<file path="src/rtl/data_bus_master_arbiter.sv">
`default_nettype none
// ============================================================================
// Module   : data_bus_master_arbiter
// Brief    : Shares one ibex data bus slave port between two masters using
//            round-robin arbitration, and routes in-order responses back to
//            their owners. Optional counters: DATA_BUS_ARB_PERF_CNT_EN.
// Revision : 1.0 - initial release
// ============================================================================

module data_bus_master_arbiter #(
    parameter int MAX_OUTSTANDING = 2,
    parameter int ID_FIFO_AW      = 1
) (
    input  logic        clk,
    input  logic        rst,

    input  logic        m0_req,
    input  logic        m0_we,
    input  logic [3:0]  m0_be,
    input  logic [31:0] m0_addr,
    input  logic [31:0] m0_wdata,
    output logic        m0_gnt,
    output logic        m0_rvalid,
    output logic [31:0] m0_rdata,
    output logic        m0_err,

    input  logic        m1_req,
    input  logic        m1_we,
    input  logic [3:0]  m1_be,
    input  logic [31:0] m1_addr,
    input  logic [31:0] m1_wdata,
    output logic        m1_gnt,
    output logic        m1_rvalid,
    output logic [31:0] m1_rdata,
    output logic        m1_err,

    output logic        s_req,
    output logic        s_we,
    output logic [3:0]  s_be,
    output logic [31:0] s_addr,
    output logic [31:0] s_wdata,
    input  logic        s_gnt,
    input  logic        s_rvalid,
    input  logic [31:0] s_rdata,
    input  logic        s_err,

    output logic        protocol_err
`ifdef DATA_BUS_ARB_PERF_CNT_EN
    ,
    output logic [31:0] m0_grant_cnt,
    output logic [31:0] m1_grant_cnt,
    output logic [31:0] contention_cnt
`endif
);

    localparam logic [ID_FIFO_AW:0]   c_max_cnt  = (ID_FIFO_AW + 1)'(MAX_OUTSTANDING);
    localparam logic [ID_FIFO_AW-1:0] c_last_ptr = ID_FIFO_AW'(MAX_OUTSTANDING - 1);

    // Ownership FIFO: one id bit per granted-but-unanswered transaction
    logic [(2**ID_FIFO_AW)-1:0] r_id_mem;
    logic [ID_FIFO_AW-1:0]      r_wr_ptr;
    logic [ID_FIFO_AW-1:0]      r_rd_ptr;
    logic [ID_FIFO_AW:0]        r_count;

    logic r_rr;
    logic r_hold_valid;
    logic r_hold_id;
    logic r_protocol_err;

    logic w_sel;
    logic w_sel_req;
    logic w_fifo_empty;
    logic w_pop;
    logic w_has_space;
    logic w_issue;
    logic w_push;
    logic w_head_id;
    logic w_route;
    logic w_fwd;

    function automatic logic [ID_FIFO_AW-1:0] ptr_inc(input logic [ID_FIFO_AW-1:0] p);
        return (p == c_last_ptr) ? '0 : p + ID_FIFO_AW'(1);
    endfunction

    always_comb begin
        w_sel = r_rr;
        if (r_hold_valid) begin
            w_sel = r_hold_id;
        end else if (m0_req && !m1_req) begin
            w_sel = 1'b0;
        end else if (m1_req && !m0_req) begin
            w_sel = 1'b1;
        end
    end

    assign w_fwd        = !rst;
    assign w_sel_req    = w_sel ? m1_req : m0_req;
    assign w_fifo_empty = (r_count == '0);
    assign w_pop        = w_fwd && s_rvalid && !w_fifo_empty;
    // A response retiring this cycle frees a slot for a same-cycle grant
    assign w_has_space  = (r_count != c_max_cnt) || w_pop;
    assign w_issue      = w_fwd && w_has_space && w_sel_req;
    assign w_push       = w_issue && s_gnt;

    assign s_req   = w_issue;
    assign s_we    = w_fwd && (w_sel ? m1_we : m0_we);
    assign s_be    = w_fwd ? (w_sel ? m1_be    : m0_be)    : '0;
    assign s_addr  = w_fwd ? (w_sel ? m1_addr  : m0_addr)  : '0;
    assign s_wdata = w_fwd ? (w_sel ? m1_wdata : m0_wdata) : '0;

    assign m0_gnt = w_push && !w_sel;
    assign m1_gnt = w_push &&  w_sel;

    assign w_head_id = r_id_mem[r_rd_ptr];
    assign w_route   = w_fwd && !w_fifo_empty;

    assign m0_rvalid = w_route && !w_head_id && s_rvalid;
    assign m0_rdata  = (w_route && !w_head_id) ? s_rdata : '0;
    assign m0_err    = w_route && !w_head_id && s_err;
    assign m1_rvalid = w_route &&  w_head_id && s_rvalid;
    assign m1_rdata  = (w_route &&  w_head_id) ? s_rdata : '0;
    assign m1_err    = w_route &&  w_head_id && s_err;

    assign protocol_err = r_protocol_err;

    always_ff @(posedge clk) begin
        if (rst) begin
            r_id_mem       <= '0;
            r_wr_ptr       <= '0;
            r_rd_ptr       <= '0;
            r_count        <= '0;
            r_rr           <= 1'b0;
            r_hold_valid   <= 1'b0;
            r_hold_id      <= 1'b0;
            r_protocol_err <= 1'b0;
        end else begin
            if (w_push) begin
                r_id_mem[r_wr_ptr] <= w_sel;
                r_wr_ptr           <= ptr_inc(r_wr_ptr);
            end
            if (w_pop) begin
                r_rd_ptr <= ptr_inc(r_rd_ptr);
            end
            if (w_push && !w_pop) begin
                r_count <= r_count + 1'b1;
            end else if (!w_push && w_pop) begin
                r_count <= r_count - 1'b1;
            end

            // Freeze the selection until the interconnect accepts it
            if (w_push) begin
                r_rr         <= ~w_sel;
                r_hold_valid <= 1'b0;
            end else if (w_issue && !s_gnt) begin
                r_hold_valid <= 1'b1;
                r_hold_id    <= w_sel;
            end

            if (s_rvalid && w_fifo_empty) begin
                r_protocol_err <= 1'b1;
            end
        end
    end

`ifdef DATA_BUS_ARB_PERF_CNT_EN
    logic [31:0] r_m0_grant_cnt;
    logic [31:0] r_m1_grant_cnt;
    logic [31:0] r_contention_cnt;

    always_ff @(posedge clk) begin
        if (rst) begin
            r_m0_grant_cnt   <= '0;
            r_m1_grant_cnt   <= '0;
            r_contention_cnt <= '0;
        end else begin
            if (m0_gnt) begin
                r_m0_grant_cnt <= r_m0_grant_cnt + 32'd1;
            end
            if (m1_gnt) begin
                r_m1_grant_cnt <= r_m1_grant_cnt + 32'd1;
            end
            if (m0_req && m1_req && !m0_gnt && !m1_gnt) begin
                r_contention_cnt <= r_contention_cnt + 32'd1;
            end
        end
    end

    assign m0_grant_cnt   = r_m0_grant_cnt;
    assign m1_grant_cnt   = r_m1_grant_cnt;
    assign contention_cnt = r_contention_cnt;
`else
    // Counters are absent in this build.
`endif

endmodule

`default_nettype wire

</file>
<file path="config.mk">
export PLATFORM = sky130hd
export DESIGN_NAME = data_bus_master_arbiter
export DESIGN_NICKNAME = d
export VERILOG_FILES = /design/src/rtl/data_bus_master_arbiter.sv
export SDC_FILE = /design/constraint.sdc
export NUM_CORES = 1
export LEC_CHECK = 0
export ABC_CLOCK_PERIOD_IN_PS = 1840
export BUFFER_PORTS_ARGS = -buffer_cell sky130_fd_sc_hd__buf_2
export CAP_MARGIN = 30
export CELL_PAD_IN_SITES_DETAIL_PLACEMENT = 0
export CELL_PAD_IN_SITES_GLOBAL_PLACEMENT = 1
export CORE_MARGIN = 5
export CORE_UTILIZATION = 15
export CTS_CLUSTER_DIAMETER = 150
export DETAILED_ROUTE_END_ITERATION = 10
export PLACE_DENSITY_LB_ADDON = 0.1
export SYNTH_ARGS = -nofsm -noshare
export SYNTH_HDL_FRONTEND = slang
export SYNTH_SLANG_ARGS = --single-unit
</file>
<file path="constraint.sdc">
create_clock -name clk -period 1.84 [get_ports clk]
set_input_delay 0.368 -clock clk [delete_from_list [all_inputs] [get_ports clk]]
set_output_delay 0.368 -clock clk [all_outputs]
set_load 0.02 [all_outputs]
</file>
==> results.md <==
- In this run the cell area measured after placement is around 4500 sq um.
- From synthesis to final layout, the design area changed by 182%.
- Summing every instance area after synthesis gives about 2200 sq um.
- The commonest non-fill, non-tap cell in the layout is buf_2.
- The clock period minus final worst setup slack is ~2.1 ns.
- The checks that failed: negative setup slack.
- The detail route stage leaves a number of antenna-violating nets equal to 0.
- The wire length per cell after detailed routing is 17.1 microns.
- The length of the first detailed-routing pass in iterations is 4.
- The average footprint of a synthesized cell is 5.62 sq um.
- CTS built an H-tree with a depth of 1.
- Across the VDD grid, the largest voltage drop is 0.251 mV.
- The max-slew violation count was 0.
- After synthesis, the netlist uses 27 different library cells.
- For this run, design rule violations remaining after detail routing come to 0.
- Max-cap violations in this run came to 0.
- The share of final-layout standard cells stronger than drive strength 1 is ~80%.
- The largest net degree at the start of global routing is 62.
- The initial antenna violation count came to 2.
- The count of hold buffers inserted by post-cts repair is 0.
- Detailed routing inserted a total of 4,133 vias.
- The library cells used most frequently in the layout, excluding fill and tap cells, are 179 x buf_2, 121 x buf_6, 69 x a21oi_2.
- The floorplan step set the die height to 130 microns.
- The total count of hold-check failures in the final report is 0.
- The clock-pin slew on the worst setup and hold paths is about 0.04 ns.
- The register area share after synthesis is 9.27%.
- STA classifies the critical path startpoint as a register.
- Static timing analysis puts the maximum clock frequency at 0.481 GHz.
- The number of vias per cell is between 4 and 5.
- TritonCTS built the clock tree.
- The cell area power density is 488 nW/um^2.
- The clock latency of the later-clocked register in the worst-skew pair is between 0.2 and 0.25 ns.
- Summed over all cells, the static leakage comes to 2.84 nW.
- The synthesis-stage register bit count is 10.
- The peak per-stage delay on the critical path is approximately 0.32 ns.
- The first-pass GRT wire length is ~22,000 microns.
- The initial utilization of the core area, before any placement, comes to between 10% and 20%.
- The cell at the slowest stage of the critical path is dfxtp_2.
- The remaining max-slew budget at the tightest pin is 70.4%.
- The die outline area is 16,900 sq um.
- The placer congestion estimate is slightly below 0.8.
- Walking the worst path, the cells encountered are nand2b_4 > a211oi_4 > buf_6 > clkbuf_16 > o21ai_0 > a21oi_2 > buf_4.
- When the netlist entered floorplanning its net count stood at around 560.
- The overall global routing resource usage is about 16%.
- The die outline width is around 130 microns.
- Pin placement for this block handled 318 I/O pins.
- The via count of the first global-routing pass is approximately 4,200.
- Data on the critical path arrives at its endpoint at between 1.5 and 2 ns.
- For this block, the initial DRC count from the detailed router was between 100 and 150.
- The actual transition at the worst max-transition pin is around 0.44 ns.
- After technology mapping, the gate count stands at ~380.
- The worst path uses 113% of the clock period.
- The post-route clock skew is approximately 0.0012 ns.
- Global routing finished with a remaining overflow of 0.
- STA classifies the critical path endpoint as a primary output.
- The clock buffer count from CTS is 3.
- The clock drives 10 sinks.
- The type of the worst min-delay path is primary input to register.
- The floorplan row count is 43.
- Total power for the finished layout comes to about 3 mW.
- Cells fill a little over two fifths of the core in the end.
- Setup repair after global routing could not meet its margin everywhere.
- The run finished, with violations left.
- Once detailed placement completed, the half-perimeter wirelength came to around 11,000 microns.
- At the end of the flow, the number of nets in the layout was 900.
- The critical path is of the register to primary output type.
- During placement, the flow inserted port buffers numbering 317.
- For the worst setup path, the data required time is approximately 1.5 ns.
- The largest fanout on the critical path is 10.
- The Yosys step of the flow raised 0 warnings.
- Wires add up to ~15,000 microns.
- The deepest clock path buffer count is 2.
- The finished cells cover about 6100 sq um.
- The final setup violation count is between 100 and 150.
- The final worst slack is -0.241 ns.
- In this run the standard cell core region covers roughly 14,000 sq um.
- CTS placed an instance of clkbuf_16 at the clock tree root.
worst paths after layout:
kind / start / to / slack, ns / depth (start not counted)
max: r_rr$_SDFFE_PP0N_ / s_addr[22] / -0.24 / 7
min: rst / r_wr_ptr$_SDFFE_PP0N_ / 0.47 / 3
max reg2reg: r_hold_id$_SDFFE_PP0P_ / r_id_mem[0]$_SDFFE_PP0P_ / 0.02 / 7
min reg2reg: r_rr$_SDFFE_PP0N_ / r_rr$_SDFFE_PP0N_ / 0.50 / 2
power by group:
part           switching, mW  internal [mW]  total, mW  leakage (nW)
clock network          0.101          0.282      0.383        0.0370
logic                   1.18           1.15       2.33          2.72
registers             0.0183          0.240      0.259        0.0839
total                   1.30           1.67       2.97          2.84
timing repair:
item	4_1_cts	5_1_grt
pin swaps	63	26
gates resized for setup	359	89
cloned	7	6
setup endpoints to repair	139	141
setup buffers	9	6
area by class of cell:
cell class,instances,area (sq um)
sequential,10,206
fill,1438,7910
inverter,5,21.3
multi-input combinational,323,2430
clock buffer,3,75.1
antenna,3,7.51
timing repair buffer,379,3110
tap,180,225
Yosys cell counts, drive strengths merged:
master	n	area share [%]
nor3	2	0.46
a21oi	74	17
nand4	1	0.29
a211o	1	0.41
and2	66	19
nor2b	1	0.29
buf	12	2.1
nor2	10	1.7
nor3b	1	0.35
o21ai	75	17
mux2i	4	1.9
o211ai	2	0.70
a2111o	1	0.52
nand3	71	16
and2b	1	0.35
a211oi	1	0.58
nand2	3	0.52
dfxtp	10	9.3
mux2	1	0.52
inv	5	0.87
nand2b	2	0.58
xor2	3	1.2
clkbuf	34	5.9
ha	1	0.58
or3	2	0.81
cells by family (layout without fill, tap and decap cells):
family	count (synthesis)	after routing	synth area share, %
compound gates	154	154	36.7
xor+xnor	3	3	1.22
fa+ha+maj	1	1	0.579
buf+inv	51	387	8.86
flops	10	10	9.27
mux	5	5	2.38
other cells	0	3	0
simple gates	160	160	41.0
per-layer routing:
layer | GRT usage [%] | wire (microns)
met1 | 16.9 | 5590
met5 | 0 | 0
met2 | 29.7 | 8250
met3 | 4.38 | 1280
met4 | 4.28 | 349
through the flow:
| step | setup TNS [ns] | instances | hold WS (ns) | worst slack (ns) |
|---|---|---|---|---|
| floorplan | -0.170 | 384 | 0.448 | -0.0896 |
| CTS | -14.62 | 889 | 0.474 | -0.219 |
| global placement | -9.26 | 870 | 0.451 | -0.159 |
| detailed placement | -10.43 | 870 | 0.481 | -0.187 |
| finish | -15.34 | 903 | 0.473 | -0.241 |
| global route | -23.59 | 902 | 0.495 | -0.304 |
critical path, delay by kind of cell, from the launching register on:
| kind | cells | cell delay, ns |
|---|---|---|
| simple gates | 1 | 0.16 |
| flops | 1 | 0.32 |
| buf+inv | 3 | 0.53 |
| compound gates | 3 | 0.46 |
sequential cells by signal, indices dropped and copies added (netlist names):
register      cells
r_count           2
r_hold_id         1
protocol_err      1
r_rd_ptr          1
r_id_mem          2
r_wr_ptr          1
r_hold_valid      1
r_rr              1
No activity file was read; power rests on OpenSTA's default activity.
